==> src/rtl/ddr_port_arbiter.sv <==
// ddr_port_arbiter: round-robin share of one DDR2 command port between Icache and Dcache.
// Optional busy-timeout abort with sticky error is built when MEM_ARB_TIMEOUT_EN is defined.
module ddr_port_arbiter #(
  parameter int ADDR_W = 28,
  parameter int DATA_W = 256,
  parameter int TIMEOUT_CYCLES = 1023
) (
  input  logic              clk,
  input  logic              rst,
  input  logic              ic_valid,
  input  logic              dc_valid,
  input  logic              ic_rw,
  input  logic              dc_rw,
  input  logic [ADDR_W-1:0] ic_addr,
  input  logic [ADDR_W-1:0] dc_addr,
  input  logic [DATA_W-1:0] ic_data_wr,
  input  logic [DATA_W-1:0] dc_data_wr,
  output logic [DATA_W-1:0] ic_data_rd,
  output logic [DATA_W-1:0] dc_data_rd,
  output logic              ic_ready,
  output logic              dc_ready,
  output logic              mem_valid,
  output logic              mem_rw,
  output logic [ADDR_W-1:0] mem_addr,
  output logic [DATA_W-1:0] mem_data_wr,
  input  logic [DATA_W-1:0] mem_data_rd,
  input  logic              mem_ready,
  output logic              owner,
  output logic              error
);
  typedef enum logic [1:0] {IDLE, BUSY, RESP} state_t;
  state_t state_q, state_d;
  logic last_q, last_d, owner_q, owner_d, rw_q, rw_d, grant_dc, timeout;
  logic [ADDR_W-1:0] addr_q, addr_d;
  logic [DATA_W-1:0] wdata_q, wdata_d, ic_rd_q, ic_rd_d, dc_rd_q, dc_rd_d;
  // Dcache wins when alone, or on a tie when Icache was granted last.
  assign grant_dc = dc_valid & (~ic_valid | ~last_q);
`ifdef MEM_ARB_TIMEOUT_EN
  localparam int CW = $clog2(TIMEOUT_CYCLES + 1);
  logic [CW-1:0] cnt_q, cnt_d;
  logic err_q;
  assign cnt_d = (state_q == BUSY) ? cnt_q + 1'b1 : '0;
  assign timeout = (state_q == BUSY) && (cnt_q == CW'(TIMEOUT_CYCLES - 1));
  assign error = err_q;
  always_ff @(posedge clk or posedge rst) begin
    if (rst) begin
      cnt_q <= '0;
      err_q <= 1'b0;
    end else begin
      cnt_q <= cnt_d;
      err_q <= err_q | (timeout & ~mem_ready);
    end
  end
`else
  assign timeout = 1'b0;
  assign error = 1'b0;
`endif
  always_comb begin
    state_d = state_q;
    last_d  = last_q;
    owner_d = owner_q;
    rw_d    = rw_q;
    addr_d  = addr_q;
    wdata_d = wdata_q;
    ic_rd_d = ic_rd_q;
    dc_rd_d = dc_rd_q;
    case (state_q)
      IDLE: if (ic_valid | dc_valid) begin
        state_d = BUSY;
        owner_d = grant_dc;
        last_d  = grant_dc;
        rw_d    = grant_dc ? dc_rw : ic_rw;
        addr_d  = grant_dc ? dc_addr : ic_addr;
        wdata_d = grant_dc ? dc_data_wr : ic_data_wr;
      end
      BUSY: if (mem_ready) begin
        state_d = RESP;
        ic_rd_d = (!rw_q && !owner_q) ? mem_data_rd : ic_rd_q;
        dc_rd_d = (!rw_q && owner_q) ? mem_data_rd : dc_rd_q;
      end else if (timeout) begin
        state_d = RESP;
      end
      default: state_d = IDLE;
    endcase
  end
  always_ff @(posedge clk or posedge rst) begin
    if (rst) begin
      state_q <= IDLE;
      last_q  <= 1'b1;
      owner_q <= 1'b0;
      rw_q    <= 1'b0;
      addr_q  <= '0;
      wdata_q <= '0;
      ic_rd_q <= '0;
      dc_rd_q <= '0;
    end else begin
      state_q <= state_d;
      last_q  <= last_d;
      owner_q <= owner_d;
      rw_q    <= rw_d;
      addr_q  <= addr_d;
      wdata_q <= wdata_d;
      ic_rd_q <= ic_rd_d;
      dc_rd_q <= dc_rd_d;
    end
  end
  assign mem_valid   = (state_q == BUSY);
  assign ic_ready    = (state_q == RESP) & ~owner_q;
  assign dc_ready    = (state_q == RESP) & owner_q;
  assign mem_rw      = rw_q;
  assign mem_addr    = addr_q;
  assign mem_data_wr = wdata_q;
  assign owner       = owner_q;
  assign ic_data_rd  = ic_rd_q;
  assign dc_data_rd  = dc_rd_q;
endmodule

==> config.mk <==
export PLATFORM = sky130hd
export DESIGN_NAME = ddr_port_arbiter
export DESIGN_NICKNAME = d
export VERILOG_FILES = /design/src/rtl/ddr_port_arbiter.sv
export SDC_FILE = /design/constraint.sdc
export NUM_CORES = 1
export LEC_CHECK = 0
export CORE_AREA = 4 4 627 629
export DETAILED_ROUTE_END_ITERATION = 6
export DIE_AREA = 0 0 631 633
export PLACE_DENSITY = 0.33
export SLEW_MARGIN = 10
export SYNTH_ARGS = -nofsm -noshare
export SYNTH_HDL_FRONTEND = slang
export SYNTH_SLANG_ARGS = --single-unit
==> constraint.sdc <==
create_clock -name clk -period 31.6 [get_ports clk]
set_clock_uncertainty 0.05 [all_clocks]
set_input_delay 3.16 -clock clk [delete_from_list [all_inputs] [get_ports clk]]
set_output_delay 3.16 -clock clk [all_outputs]
set_load 0.02 [all_outputs]
; ---- Yosys cells after proc, flatten, opt, wreduce, memory -nomap -nowiden
; Index checks and enable logic that the tools add are counted.
[word_totals]
reg_bits = 801
wordCells = 35
[op_classes]
eq_ne = 4
muxes = 6
bitwise = 8
n_reduce_logical = 9
[ops]
columns = op, count
row1 = 256-bit 2-to-1 mux, 1
row2 = 28-bit 2-to-1 mux, 1
row3 = 3-bit AND reduction, 2
row4 = 2-bit 2-to-1 mux, 2
row5 = 2-bit case mux with 2 select lines, 1
row6 = 2-bit AND reduction, 2
row7 = 1-bit AND, 3
row8 = 1-bit inverter, 3
row9 = "2-bit by 1-bit == test with 1-bit output, second input constant", 1
row10 = "2-bit == test, second input constant", 1
row11 = 1-bit logical AND, 2
row12 = 1-bit logical NOT, 2
row13 = 2-bit logical NOT, 1
row14 = "2-bit by 1-bit != test with 1-bit output, second input constant", 1
row15 = "2-bit != test, second input constant", 1
row16 = 1-bit bitwise OR, 2
row17 = 1-bit 2-to-1 mux, 1

; ---- Logic depth before layout (Yosys ltp)
[logic_depth]
depth_word = 4
mapped_depth = 6

; ---- Worst setup path after synthesis
; Ideal clock, no wire load.
[synth_path]
kind = input -> register
from = in dc_valid
to = reg wdata_q[10], in the netlist mem_data_wr[10]
setup_ns = 0.125
arrival_ns = 4.345
setup_slack_ns = 27.080
path_stages = 6
n_path_buf = 3
path_cell_list = a21bo_1 -> buf_2 -> buf_6 -> buf_4 -> mux2_1 -> mux2_2
[synth_between]
elab_chain_cells = 2
[synth_lines]
columns = element, line
row1 = start: declaration, 11  ; input logic dc_valid,
row2 = 1-bit AND or 1-bit bitwise OR (tied branches), "37, 68"
row3 = 256-bit 2-to-1 mux or 2-bit AND reduction (tied branches), n/a
row4 = end signal: assignment, 102  ; wdata_q <= wdata_d;
row5 = end: declaration, 35  ; logic [DATA_W-1:0] wdata_q, wdata_d, ic_rd_q, ic_rd_d, dc_rd_q, dc_rd_d;
; Several ways; a longest one is shown, not always the timed one.
; A chain may end at the register's enable or synchronous reset.

==> flow_summary.json <==
{
  "async_flop_share_pct": 100,
  "synth_cell_types": 23,
  "finalSetupTns_ps": 0,
  "synth_compound_area_share_pct": 0.117,
  "critical_path_class": "primary input to asynchronous set/reset pin",
  "hold_path.class": "flip-flop to flip-flop",
  "drc_errors": 0,
  "crit_fanout": 97,
  "clk_pin_slew_ps": 60,
  "synth-edff-count": 0,
  "end_kind": "asynchronous set/reset pin",
  "place_area_um2": 55500,
  "p_leak_nw": 22.6,
  "antenna_found_initial": 213,
  "vias": 25300,
  "routed.top_layer": "met5",
  "status": "finished clean",
  "yosys.area.top_type_share_pct": 60.3,
  "wl_um": 272000,
  "cts_max_level": 3,
  "grt_pass1_wl_um": 333000,
  "start_kind": "primary input",
  "yosysWarnings": 0,
  "syn_area_per_cell_um2": 16.4,
  "wl_met1_um": 102000,
  "syn_nets": 2851,
  "syn_inst": 2020,
  "ff_latch_area_um2": 20000,
  "tightest_slew_ps": 1220,
  "portBuffers": 1631,
  "post-dp-hpwl_um": 229000,
  "worstPathArrival_ps": 7270,
  "gp_congestion": 0.906,
  "fin_area_um2": 59400,
  "slew_viol_final": 0,
  "hold_slack_ps": 433,
  "detail_route.vias_per_cell": 2.81,
  "cts_inserted_buffers": 119,
  "p_per_area_nw_per_um2": 107,
  "synth_commonest_cells": "dfrtp_1 (800), mux2_2 (710), mux2_1 (372)",
  "cts_num_sinks": 801,
  "synth_top_family_by_area": "multiplexers",
  "maxCapViolations": 0,
  "fin_cells": 9002,
  "ir_worst_vdd_uv": 57.3,
  "seq_area_frac_synth_pct": 60.4,
  "synth_ff_type": "dfrtp_1",
  "fmax_ghz": 0.153,
  "drt_first_pass_iters": 5,
  "synth_area_leader_cell": "dfrtp_1",
  "synth-xor-area-share_pct": 0,
  "n_fill_cell": 43200,
  "place_ws_ps": 23960,
  "dieArea_um2": 399000,
  "nNetsFinal": 4510,
  "io_pins": 1633,
  "synth.most_common_cell": "dfrtp_1",
  "cts_hold_buf": 0,
  "multi_input_area_um2": 12300,
  "start_util_pct": 8.55,
  "die_h_um": 633,
  "slew_headroom_pct": 18.7,
  "grt_pass1_vias": 26700,
  "hold_viol": 0,
  "core_um2": 388000,
  "grt_max_degree": 128,
  "detail_route.wl_per_cell_um": 30.2,
  "die_w_um": 631,
  "met2_length_um": 137000,
  "rows": 229,
  "synth_mux_area_share_pct": 36.7,
  "required_ps": 32340,
  "fin_crit_sh_pct": 20.7,
  "area_growth_pct": 79.0,
  "setup_ws_ps": 25070,
  "synthAdderAreaFrac_pct": 0,
  "reg2reg_slack_ps": 27500,
  "wl_met3_um": 26800,
  "setup_viol": 0,
  "cts_buffer_depth": 4,
  "drtIter0Drc": 1005,
  "drt.antenna.violating_nets": 0,
  "period_minus_slack_ps": 6530,
  "cts_root_buf": "clkbuf_16",
  "cts_tree": "yes",
  "cts_setup_buffers": 0,
  "synth_simple_gate_area_share_pct": 0.200,
  "grt_usage_pct": 13.0,
  "synth_area_leaders": "dfrtp_1 (60%), mux2_2 (24%), mux2_1 (13%), buf_2 (0.94%), buf_6 (0.85%)",
  "synth.cell_area_um2": 33200,
  "overflow": 0,
  "dpl.cell_count": 8755,
  "drive_gt1_share_pct": 24.4,
  "rsz0062_at_grt": "false",
  "worstSkewPairLatency_ps": 800,
  "ys_ff_latch": 801,
  "cts_resized": 0
}
## final cells by class
class | count | share of cell area [%]
multi-input cells | 1097 | 20.7
flip-flops and latches | 801 | 33.8
repair buffers | 1658 | 28.0
inverters | 2 | 0.0253
clock inverters | 33 | 0.611
clock buffers | 176 | 5.80
diodes | 38 | 0.160
well taps | 5197 | 10.9
## stage by stage
step	util (%)	total power (W)
2_1_floorplan	-	0.00319
3_3_place_gp	14.3	0.00510
3_5_place_dp	14.3	0.00510
4_1_cts	15.3	0.00653
5_1_grt	15.3	0.00667
6_report	15.3	0.00635
## path summary, 6_finish.rpt
kind / to / start / cells past startpoint
max in group clk: dc_data_rd[174] / mem_ready / 7
max reg2reg: dc_data_rd[174] / mem_rw / 5
min: ic_data_rd[153] / ic_data_rd[153] / 1
min in group asynchronous: mem_data_wr[1] / rst / 2
max: mem_data_wr[87] / rst / 6
min reg2reg: ic_data_rd[153] / ic_data_rd[153] / 1
## logic make-up after synthesis
| group | after synthesis |
|---|---|
| compound gates | 6 |
| simple gates | 8 |
| flops | 801 |
| mux | 1082 |
| other cells | 1 |
| buf+inv | 122 |
## worst max-delay path: stages
cell and delay, ps:
clkdlybuf4s50_1 490, inv_8 540, buf_4 690, buf_4 710, buf_4 540, buf_4 790
## cell usage in the layout, fill, tap and decap left out, types with 2 or more instances in the layout
master,synthesis,final
clkdlybuf4s50_1,0,1631
dfrtp_1,800,800
mux2_2,710,710
mux2_1,372,372
clkbuf_16,0,119
diode_2,0,38
clkbuf_1,3,32
clkbuf_8,0,25
buf_4,30,20
clkinv_2,0,10
clkinv_4,0,7
buf_12,0,7
inv_6,0,6
bufinv_16,0,3
clkinvlp_4,0,3
and3b_1,2,2
inv_16,0,2
## routing by layer
metal | global-route usage, % | up-vias
li1 | - | 10600
met1 | 14.4 | 13000
met2 | 23.0 | 1193
met3 | 5.53 | 424
met4 | 2.74 | 48
met5 | 0 | -
## registers in the layout (all words and copies together), names as in the netlist
name / count
dc_data_rd: 256
owner: 1
mem_data_wr: 256
mem_addr: 28
state_q: 2
mem_rw: 1
last_q: 1
ic_data_rd: 256
## power breakdown
part	total [W]	switching (W)	leakage (nW)	internal [W]
clock network	0.00134	0.000562	1.86	0.000776
registers	0.00185	0.000305	9.58	0.00155
logic	0.00316	0.00170	11.1	0.00146
total	0.00635	0.00257	22.6	0.00378
No activity file was read; power rests on OpenSTA's default activity.
